**src/rtl/mult_div_unit.sv**
```systemverilog
// rtl/mult_div_unit.sv - multicycle signed multiply/divide unit (Booth radix-2 mult, restoring div)
// Optional macro MULT_DIV_UNSIGNED_EN adds multu/divu selected by op[1].
module mult_div_unit #(
  parameter int ITER = 32
) (
  input  logic        clk,
  input  logic        reset,
  input  logic        start,
  input  logic [1:0]  op,
  input  logic [31:0] a,
  input  logic [31:0] b,
  output logic [31:0] hi,
  output logic [31:0] lo,
  output logic        busy,
  output logic        done,
  output logic        div0
);

  typedef enum logic [1:0] {IDLE, RUN, FIX} state_t;

  state_t      state_q, state_d;
  logic [4:0]  cnt_q;
  logic [32:0] acc_q;
  logic [31:0] pl_q;
  logic [31:0] m_q;
  logic        qm1_q;
  logic        div_q;
  logic        uns_q;
  logic        q_neg_q;
  logic        r_neg_q;
  logic        div0_pend_q;

  logic        is_uns;
  logic        is_div;
  logic        accept;
  logic        zero_div;
  logic        a_neg, b_neg;
  logic [31:0] a_mag, b_mag;

`ifdef MULT_DIV_UNSIGNED_EN
  assign is_uns = op[1];
`else
  logic unused_op1;
  assign unused_op1 = op[1];
  assign is_uns     = 1'b0;
`endif

  assign is_div   = op[0];
  assign accept   = (state_q == IDLE) && start;
  assign zero_div = is_div && (b == 32'd0);
  assign a_neg    = ~is_uns & a[31];
  assign b_neg    = ~is_uns & b[31];
  assign a_mag    = a_neg ? (32'd0 - a) : a;
  assign b_mag    = b_neg ? (32'd0 - b) : b;

  always_comb begin
    state_d = state_q;
    case (state_q)
      IDLE:    if (accept && !zero_div) state_d = RUN;
      RUN:     if (cnt_q == 5'd0) state_d = FIX;
      FIX:     state_d = IDLE;
      default: state_d = IDLE;
    endcase
  end

  // One iteration of each algorithm; acc is 33 bits so Booth never overflows on -2^31.
  logic [32:0] m_ext, booth_sum, r_shift;
  logic [33:0] diff;

  always_comb begin
    m_ext     = uns_q ? {1'b0, m_q} : {m_q[31], m_q};
    booth_sum = acc_q;
    if (uns_q) begin
      if (pl_q[0]) booth_sum = acc_q + m_ext;
    end else begin
      case ({pl_q[0], qm1_q})
        2'b01:   booth_sum = acc_q + m_ext;
        2'b10:   booth_sum = acc_q - m_ext;
        default: booth_sum = acc_q;
      endcase
    end
    r_shift = {acc_q[31:0], pl_q[31]};
    diff    = {1'b0, r_shift} - {2'b00, m_q};
  end

  always_ff @(posedge clk) begin
    if (!reset) begin
      state_q     <= IDLE;
      cnt_q       <= 5'd0;
      acc_q       <= 33'd0;
      pl_q        <= 32'd0;
      m_q         <= 32'd0;
      qm1_q       <= 1'b0;
      div_q       <= 1'b0;
      uns_q       <= 1'b0;
      q_neg_q     <= 1'b0;
      r_neg_q     <= 1'b0;
      div0_pend_q <= 1'b0;
      hi          <= 32'd0;
      lo          <= 32'd0;
      busy        <= 1'b0;
      done        <= 1'b0;
      div0        <= 1'b0;
    end else begin
      state_q <= state_d;
      done    <= 1'b0;
      div0    <= 1'b0;
      if (div0_pend_q) begin
        done        <= 1'b1;
        div0        <= 1'b1;
        div0_pend_q <= 1'b0;
      end
      case (state_q)
        IDLE: begin
          if (accept) begin
            div_q <= is_div;
            uns_q <= is_uns;
            if (zero_div) begin
              div0_pend_q <= 1'b1;
            end else begin
              busy  <= 1'b1;
              cnt_q <= 5'(ITER - 1);
              acc_q <= 33'd0;
              qm1_q <= 1'b0;
              if (is_div) begin
                pl_q    <= a_mag;
                m_q     <= b_mag;
                q_neg_q <= a_neg ^ b_neg;
                r_neg_q <= a_neg;
              end else begin
                pl_q    <= b;
                m_q     <= a;
                q_neg_q <= 1'b0;
                r_neg_q <= 1'b0;
              end
            end
          end
        end
        RUN: begin
          cnt_q <= cnt_q - 5'd1;
          if (div_q) begin
            acc_q <= diff[33] ? r_shift : diff[32:0];
            pl_q  <= {pl_q[30:0], ~diff[33]};
          end else begin
            acc_q <= {~uns_q & booth_sum[32], booth_sum[32:1]};
            pl_q  <= {booth_sum[0], pl_q[31:1]};
            qm1_q <= pl_q[0];
          end
        end
        FIX: begin
          if (div_q) begin
            lo <= q_neg_q ? (32'd0 - pl_q) : pl_q;
            hi <= r_neg_q ? (32'd0 - acc_q[31:0]) : acc_q[31:0];
          end else begin
            lo <= pl_q;
            hi <= acc_q[31:0];
          end
          busy <= 1'b0;
          done <= 1'b1;
        end
        default: ;
      endcase
    end
  end

endmodule

```
**config.mk**
```make
export PLATFORM = sky130hd
export DESIGN_NAME = mult_div_unit
export DESIGN_NICKNAME = d
export VERILOG_FILES = /design/src/rtl/mult_div_unit.sv
export SDC_FILE = /design/constraint.sdc
export NUM_CORES = 1
export LEC_CHECK = 0
export BUFFER_PORTS_ARGS = -buffer_cell sky130_fd_sc_hd__buf_2
export CAP_MARGIN = 0
export CORE_MARGIN = 2
export CORE_UTILIZATION = 35
export CTS_CLUSTER_SIZE = 20
export DETAILED_ROUTE_END_ITERATION = 6
export PLACE_DENSITY = 0.58
export SETUP_SLACK_MARGIN = 0.3
export SYNTH_ARGS = -nofsm -noshare
export SYNTH_HDL_FRONTEND = slang
export SYNTH_SLANG_ARGS = --single-unit
```
**constraint.sdc**
```tcl
create_clock -name clk -period 4.55 [get_ports clk]
set_input_delay 1.1375 -clock clk [delete_from_list [all_inputs] [get_ports clk]]
set_output_delay 1.1375 -clock clk [all_outputs]
set_load 0.01 [all_outputs]
```
==> results of run 1 <==
flip-flops by register name (all words and copies together) (netlist names):
signal,count
state_q,2
r_neg_q,1
hi,32
div0_pend_q,1
q_neg_q,1
pl_q,32
m_q,32
lo,32
div_q,1
cnt_q,5
div0,1
busy,1
qm1_q,1
done,1
acc_q,33
metal layers:
layer / routed length (um) / GRT usage [%]
met4: 1080 / 6.14
met3: 2750 / 3.09
met2: 23100 / 34.8
met1: 26400 / 34.1
met5: 13 / 0
through the flow:
step | cell area, um^2 | util (%) | setup slack [ns]
4_1_cts | 17300 | 41.0 | 0.252
5_1_grt | 17500 | 41.6 | 0.193
3_5_place_dp | 16700 | 39.7 | 0.205
3_3_place_gp | 16700 | 39.7 | 0.203
2_1_floorplan | 15000 | - | 0.333
6_report | 17500 | 41.6 | 0.354
critical path, delay by kind of cell (launching register included):
kind | cells | cell delay, ns
compound gates | 7 | 1.26
xor+xnor | 2 | 0.37
fa+ha+maj | 1 | 0.34
buf+inv | 3 | 0.43
flops | 1 | 0.32
simple gates | 4 | 1.39
area by class of cell:
cell class	count	area (um^2)
fill	4366	24600
multi-input combinational	1658	10800
sequential	176	3530
timing repair buffer	265	1690
tap	539	674
clock buffer	18	429
inverter	64	243
clock inverter	14	133
timing repair:
action,in CTS,in global routing
buffers inserted,0,10
pin swaps,0,29
gates resized for setup,4,40
cloned,0,0
setup endpoints to repair,5,13
synth_stat cells, types with 21 or more instances:
| library cell | n |
|---|---|
| nor2_1 | 220 |
| nand2_1 | 205 |
| a21oi_1 | 183 |
| dfxtp_1 | 176 |
| o21ai_0 | 137 |
| clkbuf_1 | 127 |
| a211oi_1 | 118 |
| xor2_1 | 100 |
| xnor2_1 | 85 |
| ha_1 | 72 |
| inv_1 | 63 |
| nor3_1 | 35 |
| o211ai_1 | 35 |
| mux2i_1 | 34 |
| o31ai_1 | 31 |
| nand3_1 | 30 |
| or3_1 | 29 |
| nand2b_1 | 26 |
| a31oi_1 | 21 |
worst max path at each step:
stage	from	to	slack, ns	cells past startpoint
after floorplan	m_q[2]$_SDFFE_PN0P_	acc_q[31]$_SDFFE_PN0P_	0.33	19
after global placement	m_q[2]$_SDFFE_PN0P_	acc_q[28]$_SDFFE_PN0P_	0.20	17
after detailed placement	m_q[2]$_SDFFE_PN0P_	acc_q[28]$_SDFFE_PN0P_	0.21	17
after CTS	m_q[2]$_SDFFE_PN0P_	acc_q[28]$_SDFFE_PN0P_	0.25	17
after global routing	m_q[5]$_SDFFE_PN0P_	acc_q[28]$_SDFFE_PN0P_	0.19	17
final	m_q[5]$_SDFFE_PN0P_	acc_q[28]$_SDFFE_PN0P_	0.35	17
logic make-up after synthesis:
logic type               after synthesis  share of synthesized area, %
multiplexers                          44                          3.02
XOR/XNOR                             185                          10.8
AO/OA/AOI/OAI                        685                          29.9
buffers and inverters                217                          5.61
AND/OR/NAND/NOR                      670                          21.0
adder cells (fa/ha/maj)               74                          6.27
flip-flops                           176                          23.5
where the power goes:
| group | leakage [uW] | internal (uW) | total (uW) | switching, uW |
|---|---|---|---|---|
| logic | 0.00525 | 908 | 2200 | 1290 |
| registers | 0.00144 | 1630 | 1780 | 145 |
| clock network | 0.000264 | 719 | 1440 | 725 |
==> results.txt, run 1 <==
Status -> completed
Most common cell on crit path -> buf_6
Vias in the first global route -> 14000
First-pass GRT wire length -> 79900 um
Max-cap viol count -> 0
DRC Markers -> 0
Hold depth -> 2
Syn Area/Cell -> 7.32 um^2
Global route overflow -> 0
Sink Count -> 176
Hold worst-path end -> hi[23]$_SDFFE_PN0P_
Final nets -> 2325
Worst min-delay path startpoint -> hi[23]$_SDFFE_PN0P_
WS Path Type -> reg2reg
Data arrival, critical path -> 4.55 ns
Synth area leaders -> dfxtp_1 23%, a21oi_1 6.1%, ha_1 6.0%
Die ar. -> 44600 um^2
Leading cell types in the layout, fill and taps excluded -> 218 x nor2_1, 204 x nand2_1, 180 x a21oi_1, 174 x dfxtp_1, 133 x buf_2
Insertion delay to the later sink of the worst-skew pair -> 0.46 ns
Distinct cells, synth -> 75
DR vias -> 15700
Vias/cell -> 5.75
Critical Path Start Type -> register
TritonCTS buffer count -> 17
Gr usage total -> 23.1%
H-tree depth -> 4
Main synth FF type -> dfxtp_1
Final hold violations -> 0
Worst-Margin Slew -> 1.04 ns
Final Non-Filler Cells -> 2734
WP data required -> 4.90 ns
Pin count of the biggest net entering global routing -> 67
CP max stage delay -> 0.57 ns
Layout Area Growth over Synthesis -> 16.8%
Die Y -> 211 um
Reg2reg start -> m_q[5]$_SDFFE_PN0P_
DRT Wirelength -> 53300 um
Slew Limit Fails -> 0
Final worst path period share -> 92.2%
Total power -> 5420 uW
GPL Wtd Cong -> 0.915
Layout cell share with drive strength beyond 1 -> 16.7%
Post-DP HPWL -> 41500 um
# hold bufs at CTS -> 0
Reg clk slew, reported paths -> 0.07 ns
Post-synth net total -> 2194
Pwr dens -> 309 nW/um^2
Slowest CP cell -> or4_4
Critical path peak fanout -> 4
Initial core utilization -> 35.6%
Reg2reg end -> acc_q[28]$_SDFFE_PN0P_
Mapped Area -> 15000 um^2
Hold Crit Class -> reg2reg
FF+latch count, synth -> 176
CTS Buffer Depth -> 2
Initial antenna violation count -> 2
Crit path capture type -> register
Detail Route Antenna Nets -> 0
Post-route setup TNS -> 0 ns
Top Ports -> 136
Pre-antenna DRT Iters -> 6
Crit path time final -> 4.20 ns
LEAKAGE -> 0.00695 uW
Crit-path cells -> or4_4 > nor4_4 > buf_4 > and3_4 > buf_6 > a41oi_2 > xnor2_1 > ha_1 > buf_6 > a21o_1 > o21bai_4 > or3_4 > o21ba_4 > a311oi_2 > xor2_1 > a221oi_2 > a22o_1
Cell accounting for the most synthesized area -> dfxtp_1
Iteration-0 DRC Markers -> 1403
Post-synthesis cell count -> 2051
Die Span X -> 211 um
Synth warn -> 0
Worst Skew -> 0.0107 ns
Slew HR -> 30.8%
Hold WS -> 0.449 ns
Reg2Reg Depth -> 17
Wire per inst -> 19.5 um
Most common cell after layout, fill and taps aside -> nor2_1
Maximum vdd drop -> 0.219 mV
TritonCTS clock tree -> done
Number of synthesized flops with an enable pin -> 0
# diodes -> 0
Dpl cells -> 2692
Share of flip-flops with an asynchronous set or reset -> 0%
Core ar. -> 42100 um^2
Quantity of I/O buffers inserted on ports -> 134
Row count -> 75
Register area share after synthesis -> 23.5%
Worst R2R Setup Slack -> 0.35 ns
RSZ-0062 raised after global routing -> true
Max frequency -> 0.238 GHz
Setup-failing EPs final -> 0
Post-synth top area share -> 23.5%
Root Buffer -> clkbuf_16
No activity file was read; power rests on OpenSTA's default activity.
==> inputs of run 2 (changes only) <==
--- a/config.mk
+++ b/config.mk
@@ -9,6 +9,7 @@
 export CAP_MARGIN = 0
 export CORE_MARGIN = 2
 export CORE_UTILIZATION = 35
+export CTS_BUF_LIST = sky130_fd_sc_hd__clkbuf_16
 export CTS_CLUSTER_SIZE = 20
 export DETAILED_ROUTE_END_ITERATION = 6
 export PLACE_DENSITY = 0.58
==> run 2 against run 1 <==
Net effect: sequential share of layout area did not move; cell area did not move; die area did not move; critical path depth did not move; worst hold slack barely moved; wire length fell by 0.11%; non-clock buffer count did not move; clock power barely moved; cell count did not move; power barely moved; combinational power barely moved; first-iteration DRC count rose by 0.93%; critical endpoint unchanged.
==> results.txt, run 2 (same netlist as run 1, synthesis figures left out) <==
Status -> completed (unchanged)
Crit-path cells -> or4_4 > nor4_4 > buf_4 > and3_4 > buf_6 > a41oi_2 > xnor2_1 > ha_1 > buf_6 > a21o_1 > o21bai_4 > or3_4 > o21ba_4 > a311oi_2 > xor2_1 > a221oi_2 > a22o_1 (unchanged)
Worst Skew -> 0.0131 ns (was 0.0107 ns)
Maximum vdd drop -> 0.219 mV (about the same)
LEAKAGE -> 0.00695 uW (about the same)
Crit path time final -> 4.19 ns (was 4.20 ns)
Pre-antenna DRT Iters -> 6 (unchanged)
Vias in the first global route -> 14000 (unchanged)
Layout Area Growth over Synthesis -> 16.8% (unchanged)
Max-cap viol count -> 0 (unchanged)
Wire per inst -> 19.5 um (about the same)
Leading cell types in the layout, fill and taps excluded -> 218 x nor2_1, 204 x nand2_1, 180 x a21oi_1, 174 x dfxtp_1, 133 x buf_2 (unchanged)
Slowest CP cell -> or4_4 (unchanged)
# hold bufs at CTS -> 0 (unchanged)
Global route overflow -> 0 (unchanged)
Final hold violations -> 0 (unchanged)
CP max stage delay -> 0.57 ns (about the same)
Iteration-0 DRC Markers -> 1416 (was 1403)
DR vias -> 15700 (about the same)
Crit path capture type -> register (unchanged)
Top Ports -> 136 (unchanged)
Most common cell after layout, fill and taps aside -> nor2_1 (unchanged)
Pin count of the biggest net entering global routing -> 67 (unchanged)
Setup-failing EPs final -> 0 (unchanged)
Initial antenna violation count -> 2 (unchanged)
Post-DP HPWL -> 41500 um (unchanged)
TritonCTS clock tree -> done (unchanged)
WS Path Type -> reg2reg (unchanged)
Detail Route Antenna Nets -> 0 (unchanged)
Sink Count -> 176 (unchanged)
WP data required -> 4.90 ns (about the same)
Worst-Margin Slew -> 1.03 ns (was 1.04 ns)
First-pass GRT wire length -> 79900 um (unchanged)
# diodes -> 0 (unchanged)
Critical Path Start Type -> register (unchanged)
Max frequency -> 0.238 GHz (about the same)
H-tree depth -> 4 (unchanged)
Row count -> 75 (unchanged)
Die ar. -> 44600 um^2 (unchanged)
Hold Crit Class -> reg2reg (unchanged)
Initial core utilization -> 35.6% (unchanged)
Largest Register -> acc_q (unchanged)
DRT Wirelength -> 53200 um (was 53300 um)
Critical path peak fanout -> 4 (unchanged)
Vias/cell -> 5.75 (about the same)
Slew HR -> 31.1% (was 30.8%)
Root Buffer -> clkbuf_16 (unchanged)
DRC Markers -> 0 (unchanged)
Pwr dens -> 309 nW/um^2 (about the same)
Hold WS -> 0.449 ns (about the same)
Data arrival, critical path -> 4.54 ns (was 4.55 ns)
Quantity of I/O buffers inserted on ports -> 134 (unchanged)
GPL Wtd Cong -> 0.915 (unchanged)
Final nets -> 2325 (unchanged)
Core ar. -> 42100 um^2 (unchanged)
CTS Buffer Depth -> 2 (unchanged)
Final worst path period share -> 92.2% (about the same)
Die Y -> 211 um (unchanged)
Reg clk slew, reported paths -> 0.07 ns (about the same)
RSZ-0062 raised after global routing -> true (unchanged)
Layout cell share with drive strength beyond 1 -> 16.7% (unchanged)
Gr usage total -> 23.1% (unchanged)
Die Span X -> 211 um (unchanged)
Total power -> 5420 uW (about the same)
TritonCTS buffer count -> 17 (unchanged)
Insertion delay to the later sink of the worst-skew pair -> 0.46 ns (about the same)
Most common cell on crit path -> buf_6 (unchanged)
Max reg flops -> 33 (unchanged)
Slew Limit Fails -> 0 (unchanged)
Post-route setup TNS -> 0 ns (unchanged)
-- run 2: changes by cell type in the layout (fill, tap and decap cells not counted), sizes merged --
cell	before	now
clkbuf	18	17
inv	67	68
-- run 2: timing repair --
| action | in CTS | in global routing |
|---|---|---|
| pin swaps | 0 | 29 |
| gates resized for setup | 4 | 40 |
| buffers inserted | 0 | 10 |
| cloned | 0 | 0 |
| endpoints found under the setup margin | 5 | 13 |
| hold endpoints to repair | 0 | 0 |
-- run 2: cell type report --
type | count | area [um^2]
fill | 4366 | 24600
multi-input combinational | 1658 | 10800
sequential | 176 | 3530
timing repair buffer | 265 | 1690
tap | 539 | 674
clock buffer | 17 | 425
inverter | 64 | 243
clock inverter | 15 | 136
-- run 2: worst paths after layout --
check,start,end,slack (ns),depth (start not counted)
worst min register to register,hi[23]$_SDFFE_PN0P_,hi[23]$_SDFFE_PN0P_,0.45,2
worst max register to register,m_q[5]$_SDFFE_PN0P_,acc_q[28]$_SDFFE_PN0P_,0.36,17
worst min-delay path,hi[23]$_SDFFE_PN0P_,hi[23]$_SDFFE_PN0P_,0.45,2
worst max-delay path,m_q[5]$_SDFFE_PN0P_,acc_q[28]$_SDFFE_PN0P_,0.36,17
-- run 2: where the power goes --
group	switching [uW]	internal (uW)
Combinational	1290	908
Clock	731	717
Sequential	145	1630
Total	2170	3260
-- run 2: per-layer routing --
layer / wire, um / up-vias / track usage [%]
li1: - / 7727 / -
met1: 26300 / 7505 / 34.1
met2: 23100 / 443 / 34.8
met3: 2800 / 56 / 3.09
met4: 1100 / 2 / 6.14
met5: 13 / - / 0
-- run 2: critical path: cells and delay by family, from the launching register on --
family,cells,cell delay (ns)
and+or+nand+nor,4,1.39
xor gates and xnor gates,2,0.37
buffers and inverters,3,0.43
DFF,1,0.32
adders and majority gates,1,0.34
AOI/OAI and AO/OA,7,1.25
-- run 2: metrics by stage --
stage	std cells	util [%]	setup WS [ns]	cell area (um^2)
CTS	2724	41.0	0.252	17300
global placement	2692	39.7	0.203	16700
global route	2734	41.6	0.193	17500
floorplan	2051	-	0.333	15000
finish	2734	41.6	0.356	17500
detailed placement	2692	39.7	0.205	16700
